<file path="config.mk">
export PLATFORM = sky130hd
export DESIGN_NAME = uart_receiver
export DESIGN_NICKNAME = d
export VERILOG_FILES = /design/src/rtl/uart_pkg.sv /design/src/rtl/sync_2ff.sv /design/src/rtl/uart_receiver.sv
export SDC_FILE = /design/constraint.sdc
export NUM_CORES = 1
export LEC_CHECK = 0
export ABC_AREA = 1
export BUFFER_PORTS_ARGS = -buffer_cell sky130_fd_sc_hd__buf_2
export CAP_MARGIN = 5
export CORE_UTILIZATION = 38
export CTS_CLUSTER_DIAMETER = 100
export DETAILED_ROUTE_END_ITERATION = 6
export GPL_TIMING_DRIVEN = 0
export SKIP_LAST_GASP = 1
export SYNTH_ARGS = -nofsm -noshare
export SYNTH_HDL_FRONTEND = slang
export SYNTH_SLANG_ARGS = --single-unit
</file>
<file path="constraint.sdc">
create_clock -name clk_50m -period 4.3 [get_ports clk_50m]
set_clock_uncertainty 0.2 [all_clocks]
set_input_delay 0 -clock clk_50m [delete_from_list [all_inputs] [get_ports clk_50m]]
set_output_delay 0 -clock clk_50m [all_outputs]
set_load 0.01 [all_outputs]
</file>
<file path="src/rtl/uart_pkg.sv">
// Shared UART definitions: receiver FSM encodings and baud/oversample constants
// used by both the receiver and the existing transmitter.
package uart_pkg;

    localparam int OVERSAMPLE_DEFAULT = 16;
    localparam int BAUD_DIV_115200    = 27;

    typedef enum logic [2:0] {
        IDLE,
        START,
        DATA,
        PARITY,
        STOP
    } rx_state_e;

endpackage

</file>
<file path="src/rtl/sync_2ff.sv">
// Two-flop synchronizer for a single asynchronous input pin; the reset value
// is a parameter so idle-high lines do not look like an edge after reset.
module sync_2ff #(
    parameter bit RESET_VAL = 1'b1
) (
    input  logic clk,
    input  logic rst_n,
    input  logic async_i,
    output logic sync_o
);

    logic meta_q;
    logic sync_q;

    // NOTE: non-blocking assignments so both flops sample on the same edge and
    // the chain stays two stages deep regardless of statement order.
    always_ff @(posedge clk or negedge rst_n) begin
        if (!rst_n) begin
            meta_q <= RESET_VAL;
            sync_q <= RESET_VAL;
        end else begin
            meta_q <= async_i;
            sync_q <= meta_q;
        end
    end

    assign sync_o = sync_q;

endmodule

</file>
<file path="src/rtl/uart_receiver.sv">
// 8N1 UART receiver with 16x oversampling, ready/clear handshake and sticky
// framing/overrun flags. Define UART_RX_PARITY_EN to add a parity bit check.
module uart_receiver
    import uart_pkg::*;
#(
    parameter int DATA_BITS  = 8,
    parameter int OVERSAMPLE = OVERSAMPLE_DEFAULT
`ifdef UART_RX_PARITY_EN
    ,
    parameter bit PARITY_ODD = 1'b0
`endif
) (
    input  logic                 clk_50m,
    input  logic                 clr,
    input  logic                 rxclk_en,
    input  logic                 Rx,
    input  logic                 ready_clr,
    output logic [DATA_BITS-1:0] data_out,
    output logic                 ready,
    output logic                 Rx_busy,
    output logic                 Frame_err,
    output logic                 Overrun
`ifdef UART_RX_PARITY_EN
    ,
    output logic                 Parity_err
`endif
);

    localparam int SAMPLE_W = $clog2(OVERSAMPLE);
    localparam int BIT_W    = $clog2(DATA_BITS + 1);

    localparam logic [SAMPLE_W-1:0] SAMPLE_MID  = SAMPLE_W'(OVERSAMPLE / 2 - 1);
    localparam logic [SAMPLE_W-1:0] SAMPLE_LAST = SAMPLE_W'(OVERSAMPLE - 1);
    localparam logic [BIT_W-1:0]    BIT_LAST    = BIT_W'(DATA_BITS - 1);

    logic rx_s;

    rx_state_e             state_q,  state_d;
    logic [SAMPLE_W-1:0]   sample_q, sample_d;
    logic [BIT_W-1:0]      bit_q,    bit_d;
    logic [DATA_BITS-1:0]  shift_q,  shift_d;
    logic [DATA_BITS-1:0]  data_q,   data_d;
    logic                  ready_q,  ready_d;
    logic                  ferr_q,   ferr_d;
    logic                  ovr_q,    ovr_d;
    logic                  busy_q,   busy_d;
`ifdef UART_RX_PARITY_EN
    logic                  perr_q,   perr_d;
`endif

    sync_2ff #(
        .RESET_VAL(1'b1)
    ) u_rx_sync (
        .clk    (clk_50m),
        .rst_n  (clr),
        .async_i(Rx),
        .sync_o (rx_s)
    );

    always_ff @(posedge clk_50m or negedge clr) begin
        if (!clr) begin
            state_q  <= IDLE;
            sample_q <= '0;
            bit_q    <= '0;
            shift_q  <= '0;
            data_q   <= '0;
            ready_q  <= 1'b0;
            ferr_q   <= 1'b0;
            ovr_q    <= 1'b0;
            busy_q   <= 1'b0;
`ifdef UART_RX_PARITY_EN
            perr_q   <= 1'b0;
`endif
        end else begin
            state_q  <= state_d;
            sample_q <= sample_d;
            bit_q    <= bit_d;
            shift_q  <= shift_d;
            data_q   <= data_d;
            ready_q  <= ready_d;
            ferr_q   <= ferr_d;
            ovr_q    <= ovr_d;
            busy_q   <= busy_d;
`ifdef UART_RX_PARITY_EN
            perr_q   <= perr_d;
`endif
        end
    end

    // NOTE: every _d variable takes its hold value first, so no path through
    // the case statement can leave one unassigned and infer a latch.
    always_comb begin
        state_d  = state_q;
        sample_d = sample_q;
        bit_d    = bit_q;
        shift_d  = shift_q;
        data_d   = data_q;
        ready_d  = ready_q;
        ferr_d   = ferr_q;
        ovr_d    = ovr_q;
`ifdef UART_RX_PARITY_EN
        perr_d   = perr_q;
`endif

        // The clear is applied first so a coinciding completion overrides it.
        if (ready_clr) begin
            ready_d = 1'b0;
            ferr_d  = 1'b0;
            ovr_d   = 1'b0;
`ifdef UART_RX_PARITY_EN
            perr_d  = 1'b0;
`endif
        end

        if (rxclk_en) begin
            case (state_q)
                IDLE: begin
                    if (!rx_s) begin
                        state_d  = START;
                        sample_d = '0;
                    end
                end
                START: begin
                    if (sample_q == SAMPLE_MID) begin
                        if (!rx_s) begin
                            state_d  = DATA;
                            sample_d = '0;
                            bit_d    = '0;
                        end else begin
                            state_d  = IDLE;
                        end
                    end else begin
                        sample_d = sample_q + 1'b1;
                    end
                end
                DATA: begin
                    sample_d = sample_q + 1'b1;
                    if (sample_q == SAMPLE_LAST) begin
                        shift_d = {rx_s, shift_q[DATA_BITS-1:1]};
                        bit_d   = bit_q + 1'b1;
                        if (bit_q == BIT_LAST) begin
`ifdef UART_RX_PARITY_EN
                            state_d = PARITY;
`else
                            state_d = STOP;
`endif
                        end
                    end
                end
`ifdef UART_RX_PARITY_EN
                PARITY: begin
                    sample_d = sample_q + 1'b1;
                    if (sample_q == SAMPLE_LAST) begin
                        if ((^shift_q ^ rx_s) != PARITY_ODD) begin
                            perr_d = 1'b1;
                        end
                        state_d = STOP;
                    end
                end
`endif
                STOP: begin
                    sample_d = sample_q + 1'b1;
                    if (sample_q == SAMPLE_LAST) begin
                        data_d  = shift_q;
                        state_d = IDLE;
                        if (rx_s) begin
                            ready_d = 1'b1;
                            if (ready_q && !ready_clr) begin
                                ovr_d = 1'b1;
                            end
                        end else begin
                            ferr_d = 1'b1;
                        end
                    end
                end
                default: state_d = IDLE;
            endcase
        end

        busy_d = (state_d != IDLE);
    end

    assign data_out  = data_q;
    assign ready     = ready_q;
    assign Rx_busy   = busy_q;
    assign Frame_err = ferr_q;
    assign Overrun   = ovr_q;
`ifdef UART_RX_PARITY_EN
    assign Parity_err = perr_q;
`endif

endmodule
</file>
==> flow_summary.yaml, run 1 <==
run_status:
  outcome: "completed"
cts:
  htree_levels: 2
  clkLatencyLatePin_ns: 0.29
  post_cts_buffers: 0
  cts_resized: 0
  clockBufferDepth: 2
  cts_tree: "done"
  root_buffer: "clkbuf_8"
  numClockSinks: 33
  clkSlewWorstSetupHoldPaths_ns: 0.07
  cts_inserted_buffers: 5
layout:
  num-fill-cells: 418
  final_common_cell: "nand2_1"
  multi_input_comb_area_um2: 686.9
  drive_gt1_frac: 0.2477
  antenna_cells: 0
  area_growth_pct: 17.66
  stdcell_count: 268
  final_cell_mix: "nand2_1, dfrtp_1, inv_1"
  fin_nets: 224
  regArea_um2: 828.3
sta:
  final_hold_viol_count: 0
  setup_tns_ns: 0
  finalCritPeriodShare: 0.3958
  min_period_ns: 1.702
  grt_setup_unrepaired: "no"
  slew_violations: 0
  maxSlewHeadroom: 0.5038
  hold_slack_ns: 0.1040
  setup_violations: 0
  max_freq_mhz: 587.6
  worstMarginPinSlew_ns: 0.7442
floorplanning:
  core_mm2: 0.004086
  dieArea_mm2: 0.004631
  die_height_um: 68.05
  die_w_um: 68.05
  ios: 17
  fp-row-count: 23
  start_util: 0.4057
grt:
  grt_pass1_vias: 1150
  grt_use_total: 0.1599
  antenna_found_initial: 0
  grt_max_degree: 34
  grt-ovfl-total: 0
  grt_first_pass_wirelength_mm: 5.264
critical_path:
  critPathMaxFanout: 5
  end_kind: "flip-flop"
  cp.required_ns: 4.28
  critical_path_class: "reg2reg"
  critPathLaunchType: "flip-flop"
  cp_common_cell: "nand2_2"
  cp_slowest_stage_delay_ns: 0.39
  critPathTopFamily: "simple AND/OR/NAND/NOR gates"
  path_cells: "ha_1 > nand2_2 > nor2_2 > inv_2 > nand2_4 > nand2_2 > nand2_1 > nand2_2 > nor2_1 > nand2_1"
  critPathSlowestCell: "dfrtp_1"
  crit_buf_inv: 1
  arrival_ns: 1.68
placed_design:
  io_buffer_count: 15
  gp_congestion: 0.8517
  dp_hpwl_mm: 2.111
  dp_cells: 256
yosys:
  synth_fp_nets: 198
  seq_area_frac_synth: 0.4996
  netlist_top_cells_area: "dfrtp_1, nand2_1, inv_1"
  yosys_warnings: 0
  avgSynthCellArea_um2: 8.680
  synth_top_cell_by_area: "dfrtp_1"
  synth_cell_types: 25
  syn_inst: 191
  synth_area_mm2: 0.001658
  ys_seq_elements: 33
  synth_top_area_frac: 0.4679
detailed_routing:
  avgViaCountPerCell: 4.537
  ant_nets: 0
  drt_wl_total_mm: 3.036
  wl_per_cell_um: 11.33
  drcViolationCount: 0
  firstDrtPassIters: 4
  drt_iter0_markers: 77
  num_vias: 1216
power_and_ir_drop:
  power_density_mw_per_mm2: 389.1
  vdd_drop_max_v: 0.0002174
  p_leak_nw: 1.045
  power.total_uw: 758.9
flow_run:
  cap_violations: 0
min_path:
  hold_class: "in2async"
[where the power goes]
group | switching [mW] | total (mW) | internal, mW
Sequential | 0.0219 | 0.352 | 0.331
Clock | 0.128 | 0.301 | 0.173
Combinational | 0.0671 | 0.105 | 0.0379
[worst register-to-register path: stages, from the launching register on]
cell and delay [ns]:
dfrtp_1 0.39, ha_1 0.26, nand2_2 0.10, nor2_2 0.15, inv_2 0.07, nand2_4 0.10
nand2_2 0.05, nand2_1 0.06, nand2_2 0.05, nor2_1 0.10, nand2_1 0.06
[final cells by class]
type | count | area share
Sequential cell | 33 | 0.4246
Inverter | 30 | 0.05773
Buffer | 3 | 0.01539
Tap cell | 50 | 0.03207
Clock buffer | 5 | 0.03528
Multi-Input combinational cell | 125 | 0.3521
Clock inverter | 3 | 0.02373
Timing Repair Buffer | 19 | 0.05901
[sequential cells by signal, summed over array words and instances (netlist names)]
register / flops
Overrun: 1
bit_q: 4
u_rx_sync.meta_q: 1
state_q: 3
ready: 1
sample_q: 4
u_rx_sync.sync_o: 1
shift_q: 8
data_out: 8
Frame_err: 1
Rx_busy: 1
[synth_stat cells]
cell / count
nand3_1: 11
nand2_1: 63
a21oi_1: 2
o21ai_0: 1
nor2_1: 8
o21ai_1: 9
buf_4: 1
ha_1: 2
dfrtp_1: 31
buf_6: 2
nor2_2: 2
o21ai_2: 10
dfstp_2: 2
xor2_1: 2
mux2_4: 1
nor3_4: 1
nand3_4: 1
xnor2_1: 1
nand3_2: 2
inv_2: 2
nand2_2: 3
inv_1: 28
nand2_4: 3
nand4_1: 2
nor2_8: 1
[per-layer routing]
layer  track usage  wire length [um]
met1        0.2054              1556
met2        0.2316              1274
met3       0.05833               138
met4       0.08594                66
met5             0                 0
[final timing paths]
kind                                            startpoint                         end  slack (ns)  depth (start not counted)
worst min-delay path                                   clr     sample_q[2]$_DFFE_PN0P_        0.10                          2
min in group clk_50m                                    Rx  u_rx_sync.meta_q$_DFF_PN1_        0.15                          2
worst max register to register     sample_q[0]$_DFFE_PN0P_           Rx_busy$_DFF_PN0_        2.60                         10
worst min register to register  u_rx_sync.meta_q$_DFF_PN1_  u_rx_sync.sync_o$_DFF_PN1_        0.16                          0
worst max-delay path               sample_q[0]$_DFFE_PN0P_           Rx_busy$_DFF_PN0_        2.60                         10
max in group asynchronous                              clr     data_out[7]$_DFFE_PN0P_        3.32                          2
[kinds of logic after synthesis]
logic type	Yosys count	synth area share
simple gates	97	0.2853
compound gates	22	0.08905
buf+inv	33	0.08604
xor+xnor	3	0.01585
mux	1	0.009054
fa+ha+maj	2	0.01509
flops	33	0.4996
[per-stage QoR]
step                        util  setup slack [ns]  instance area [um2]
after detailed placement  0.4394             2.589                 1795
after global routing      0.4773             2.423                 1951
final                     0.4773             2.598                 1951
after global placement    0.4394             2.608                 1795
after floorplan                -             2.729                 1658
after CTS                 0.4773             2.574                 1951
[timing repair]
item                                    4_1_cts  5_1_grt
hold endpoints to repair                     47        0
endpoints found under the setup margin        0        0
hold buffers                                  4        0
Power figures use the tool's default switching activity.
==> run 2: changes to the inputs <==
==> constraint.sdc (replaced) <==
create_clock -name clk_50m -period 1.5 [get_ports clk_50m]
set_clock_uncertainty 0.2 [all_clocks]
set_input_delay 0 -clock clk_50m [delete_from_list [all_inputs] [get_ports clk_50m]]
set_output_delay 0 -clock clk_50m [all_outputs]
set_load 0.01 [all_outputs]
==> flow_summary.yaml, run 2 (synthesized netlist as in run 1, its figures left out) <==
cts:
  htree_levels: 2
  cts_tree: "done"
  cts_inserted_buffers: 5
  clkLatencyLatePin_ns: 0.28
  root_buffer: "clkbuf_8"
  numClockSinks: 33
  clkSlewWorstSetupHoldPaths_ns: 0.07
  clockBufferDepth: 2
critical_path:
  crit_path_start: "sample_q[0]$_DFFE_PN0P_"
  critPathSlowestCell: "dfrtp_1"
  cp.required_ns: 1.48
  end_kind: "flip-flop"
  critical_path_class: "reg2reg"
  cp_slowest_stage_delay_ns: 0.40
  r2r-start: "sample_q[0]$_DFFE_PN0P_"
  arrival_ns: 1.56
  critPathMaxFanout: 5
  crit_buf_inv: 0
  critPathLaunchType: "flip-flop"
  critPathTopFamily: "flip-flops"
  path_cells: "ha_4 > nand3_4 > nor2_8 > nand2_8 > mux2_4"
sta:
  slew_violations: 0
  maxSlewHeadroom: 0.5213
  setup_violations: 26
  worstMarginPinSlew_ns: 0.7181
  finalCritPeriodShare: 1.057
  finalWorstSetupSlack_ns: -0.08534
  max_freq_mhz: 630.8
  min_period_ns: 1.585
  grt_setup_unrepaired: "yes"
  setup_tns_ns: -1.017
  final_hold_viol_count: 0
detailed_routing:
  firstDrtPassIters: 4
  avgViaCountPerCell: 4.663
  ant_nets: 0
  drcViolationCount: 0
  drt_iter0_markers: 48
  num_vias: 1301
  wl_per_cell_um: 11.80
  drt_wl_total_mm: 3.291
floorplanning:
  ios: 17
  die_height_um: 68.05
  dieArea_mm2: 0.004631
  die_w_um: 68.05
  fp-row-count: 23
  core_mm2: 0.004086
  start_util: 0.4057
grt:
  grt-ovfl-total: 0
  antenna_found_initial: 0
  grt_use_total: 0.1571
  grt_pass1_vias: 1168
  grt_first_pass_wirelength_mm: 5.175
  grt_max_degree: 34
power_and_ir_drop:
  power.total_mw: 2.275
  vdd_drop_max_v: 0.0006192
  switching_power_uw: 616.5
  p_int_mw: 1.659
  power_density_mw_per_mm2: 1023
  power.share.sequential: 0.447
  clkPwrFrac: 0.379
  power_frac_comb: 0.174
  switching_share: 0.2709
  p_leak_nw: 1.134
min_path:
  hold_class: "in2async"
layout:
  drive_gt1_frac: 0.4061
  antenna_cells: 0
  stdcell_count: 279
  area_growth_pct: 34.19
  final_common_cell: "nand2_1"
  final_cell_mix: "nand2_1, dfrtp_1, inv_1"
  num-fill-cells: 380
  final_core_util: 0.5444
  fin_nets: 235
run_status:
  outcome: "complete, but fails checks"
  violations: "negative setup slack"
placed_design:
  dp_cells: 256
  gp_congestion: 0.8507
  io_buffer_count: 15
  dp_hpwl_mm: 2.185
flow_run:
  cap_violations: 0
-- run 2: through the flow --
step / hold WS, ns / worst slack [ns] / cell area [um2]
6_report: 0.1078 / -0.08534 / 2225
5_1_grt: 0.1601 / -0.1643 / 2225
4_1_cts: 0.1327 / -0.07656 / 2067
3_5_place_dp: -0.09498 / -0.1348 / 1808
3_3_place_gp: -0.09550 / -0.1138 / 1808
2_1_floorplan: -0.4956 / -0.008663 / 1670
-- run 2: worst paths after layout --
check,end,slack [ns],depth (start not counted)
min in group clk_50m,u_rx_sync.meta_q$_DFF_PN1_,0.16,2
worst max register to register,data_out[0]$_DFFE_PN0P_,-0.09,5
max in group asynchronous,state_q[1]$_DFF_PN0_,0.49,2
worst min register to register,u_rx_sync.sync_o$_DFF_PN1_,0.16,0
worst max-delay path,data_out[0]$_DFFE_PN0P_,-0.09,5
worst min-delay path,sample_q[2]$_DFFE_PN0P_,0.11,2
-- run 2: repair_timing --
action	in CTS	in global routing
setup endpoints to repair	28	30
buffers inserted	7	2
gates cloned	1	1
pin swaps	4	11
gates resized for setup	11	35
endpoints found under the hold margin	47	0
hold buffers	4	0
-- run 2: power groups by stage --
| stage | clock (mW) | combinational [mW] | sequential (mW) |
|---|---|---|---|
| 2_1_floorplan | 0 | 0.232 | 1.03 |
| 3_3_place_gp | 0 | 0.305 | 1.04 |
| 3_5_place_dp | 0 | 0.309 | 1.04 |
| 4_1_cts | 0.889 | 0.386 | 1.01 |
| 5_1_grt | 0.912 | 0.455 | 1.03 |
| 6_report | 0.863 | 0.395 | 1.02 |
-- run 2: routing by layer --
layer / wire length, um / track usage
met1: 1571 / 0.2080
met2: 1541 / 0.2353
met3: 117 / 0.04167
met4: 61 / 0.07813
met5: 0 / 0
-- run 2: area by class of cell --
cell class                      instances  area, um2  area share
Sequential cell                        33      830.8      0.3735
Buffer                                  3      38.79     0.01744
Timing Repair Buffer                   30      246.5      0.1108
Tap cell                               50      62.56     0.02812
Clock inverter                          1      30.03     0.01350
Clock buffer                            7      86.33     0.03881
Multi-Input combinational cell        125      817.0      0.3673
Inverter                               30      112.6     0.05062
==> run 3: changes to the inputs <==
--- a/config.mk
+++ b/config.mk
@@ -8,6 +8,7 @@
 export ABC_AREA = 1
 export BUFFER_PORTS_ARGS = -buffer_cell sky130_fd_sc_hd__buf_2
 export CAP_MARGIN = 5
+export CORE_ASPECT_RATIO = 1.5
 export CORE_UTILIZATION = 38
 export CTS_CLUSTER_DIAMETER = 100
 export DETAILED_ROUTE_END_ITERATION = 6
==> flow_summary.yaml, run 3 (synthesized netlist as in run 1, its figures left out) <==
run_status:
  outcome: "complete, but fails checks"
  violations: "negative setup slack"
placed_design:
  post-place-ws_ns: -0.1383
  dp_hpwl_mm: 2.231
  dp_cells: 252
  io_buffer_count: 15
  gp_congestion: 0.8114
detailed_routing:
  drt_iter0_markers: 19
  drcViolationCount: 0
  avgViaCountPerCell: 4.685
  ant_nets: 0
  wl_per_cell_um: 12.29
  firstDrtPassIters: 3
  num_vias: 1293
  drt_wl_total_mm: 3.393
floorplanning:
  dieArea_mm2: 0.004636
  die_w_um: 55.93
  die_height_um: 82.90
  fp-row-count: 29
  core_mm2: 0.004209
  ios: 17
  start_util: 0.3939
sta:
  grt_setup_unrepaired: "yes"
  worstMarginPinSlew_ns: 0.7211
  finalCritPeriodShare: 1.089
  finalWorstSetupSlack_ns: -0.1332
  setup_tns_ns: -1.675
  hold_slack_ns: 0.1161
  slew_violations: 0
  final_hold_viol_count: 0
  setup_violations: 28
  maxSlewHeadroom: 0.5192
  max_freq_mhz: 612.3
  min_period_ns: 1.633
critical_path:
  end_kind: "flip-flop"
  cp_slowest_stage_delay_ns: 0.41
  cp.required_ns: 1.46
  path_cells: "ha_4 > nand3_4 > nor2_8 > nand2_8 > mux2_4"
  critical_path_class: "reg2reg"
  critPathTopFamily: "simple AND/OR/NAND/NOR gates"
  critPathSlowestCell: "dfrtp_1"
  critPathLaunchType: "flip-flop"
  critPathMaxFanout: 5
  crit_buf_inv: 0
  cp.depth: 5
  rr_worst_depth: 5
  arrival_ns: 1.59
cts:
  htree_levels: 2
  cts_tree: "done"
  numClockSinks: 33
  clkSlewWorstSetupHoldPaths_ns: 0.06
  cts_inserted_buffers: 5
  root_buffer: "clkbuf_8"
  clockBufferDepth: 2
  clkLatencyLatePin_ns: 0.28
layout:
  area_growth_pct: 32.30
  stdcell_count: 276
  final_common_cell: "nand2_1"
  drive_gt1_frac: 0.4174
  final_cell_mix: "nand2_1, dfrtp_1, inv_1"
  antenna_cells: 0
  fin_nets: 237
grt:
  grt-ovfl-total: 0
  grt_use_total: 0.1583
  antenna_found_initial: 0
  grt_max_degree: 34
  grt_pass1_vias: 1337
  grt_first_pass_wirelength_mm: 5.830
power_and_ir_drop:
  power.total_mw: 2.081
  vdd_drop_max_v: 0.0007162
  p_leak_nw: 1.112
  power_density_mw_per_mm2: 948.7
flow_run:
  cap_violations: 0
min_path:
  hold_class: "in2async"
## run 3: power breakdown
group          switching, mW  internal (mW)  total (mW)
sequential            0.0716          0.949        1.02
combinational          0.229          0.178       0.408
clock                  0.289          0.363       0.653
total                  0.590           1.49        2.08
## run 3: worst reg2reg max path: stages (launching register included)
cell	delay (ns)
dfrtp_1	0.41
ha_4	0.19
nand3_4	0.13
nor2_8	0.20
nand2_8	0.09
mux2_4	0.30
## run 3: worst paths after layout
kind	start	end	slack, ns
max	sample_q[1]$_DFFE_PN0P_	data_out[0]$_DFFE_PN0P_	-0.13
min	clr	Overrun$_DFF_PN0_	0.12
max reg2reg	sample_q[1]$_DFFE_PN0P_	data_out[0]$_DFFE_PN0P_	-0.13
min reg2reg	u_rx_sync.meta_q$_DFF_PN1_	u_rx_sync.sync_o$_DFF_PN1_	0.16
max in group asynchronous	clr	state_q[2]$_DFF_PN0_	0.47
min in group clk_50m	u_rx_sync.meta_q$_DFF_PN1_	u_rx_sync.sync_o$_DFF_PN1_	0.16
## run 3: repair_timing
action,in CTS,in global routing
setup buffers,11,0
pin swaps,13,14
gates cloned,1,1
hold endpoints to repair,49,0
setup endpoints to repair,28,29
resized for setup,20,29
hold buffers,4,0
## run 3: routing by layer
layer / share of wire / global-route usage / vias up
met2: 0.56 / 0.2683 / 14
met3: 0.016 / 0.02492 / 6
met5: 0 / 0 / -
met4: 0.019 / 0.09091 / 0
met1: 0.41 / 0.1878 / 603
li1: - / - / 670
## run 3: metrics by stage
stage,cell area (um2),utilization
floorplan,1670,-
global placement,1803,0.4284
detailed placement,1803,0.4284
CTS,2072,0.4923
global route,2193,0.5211
finish,2193,0.5211
## run 3: cell type report
type                       instances  area, um2
inverter                          30      112.6
buffer                             3      38.79
fill                             407       2016
timing repair buffer              32      249.0
sequential                        33      830.8
multi-input combinational        125      818.3
clock buffer                       7      86.33
tap                               46      57.56
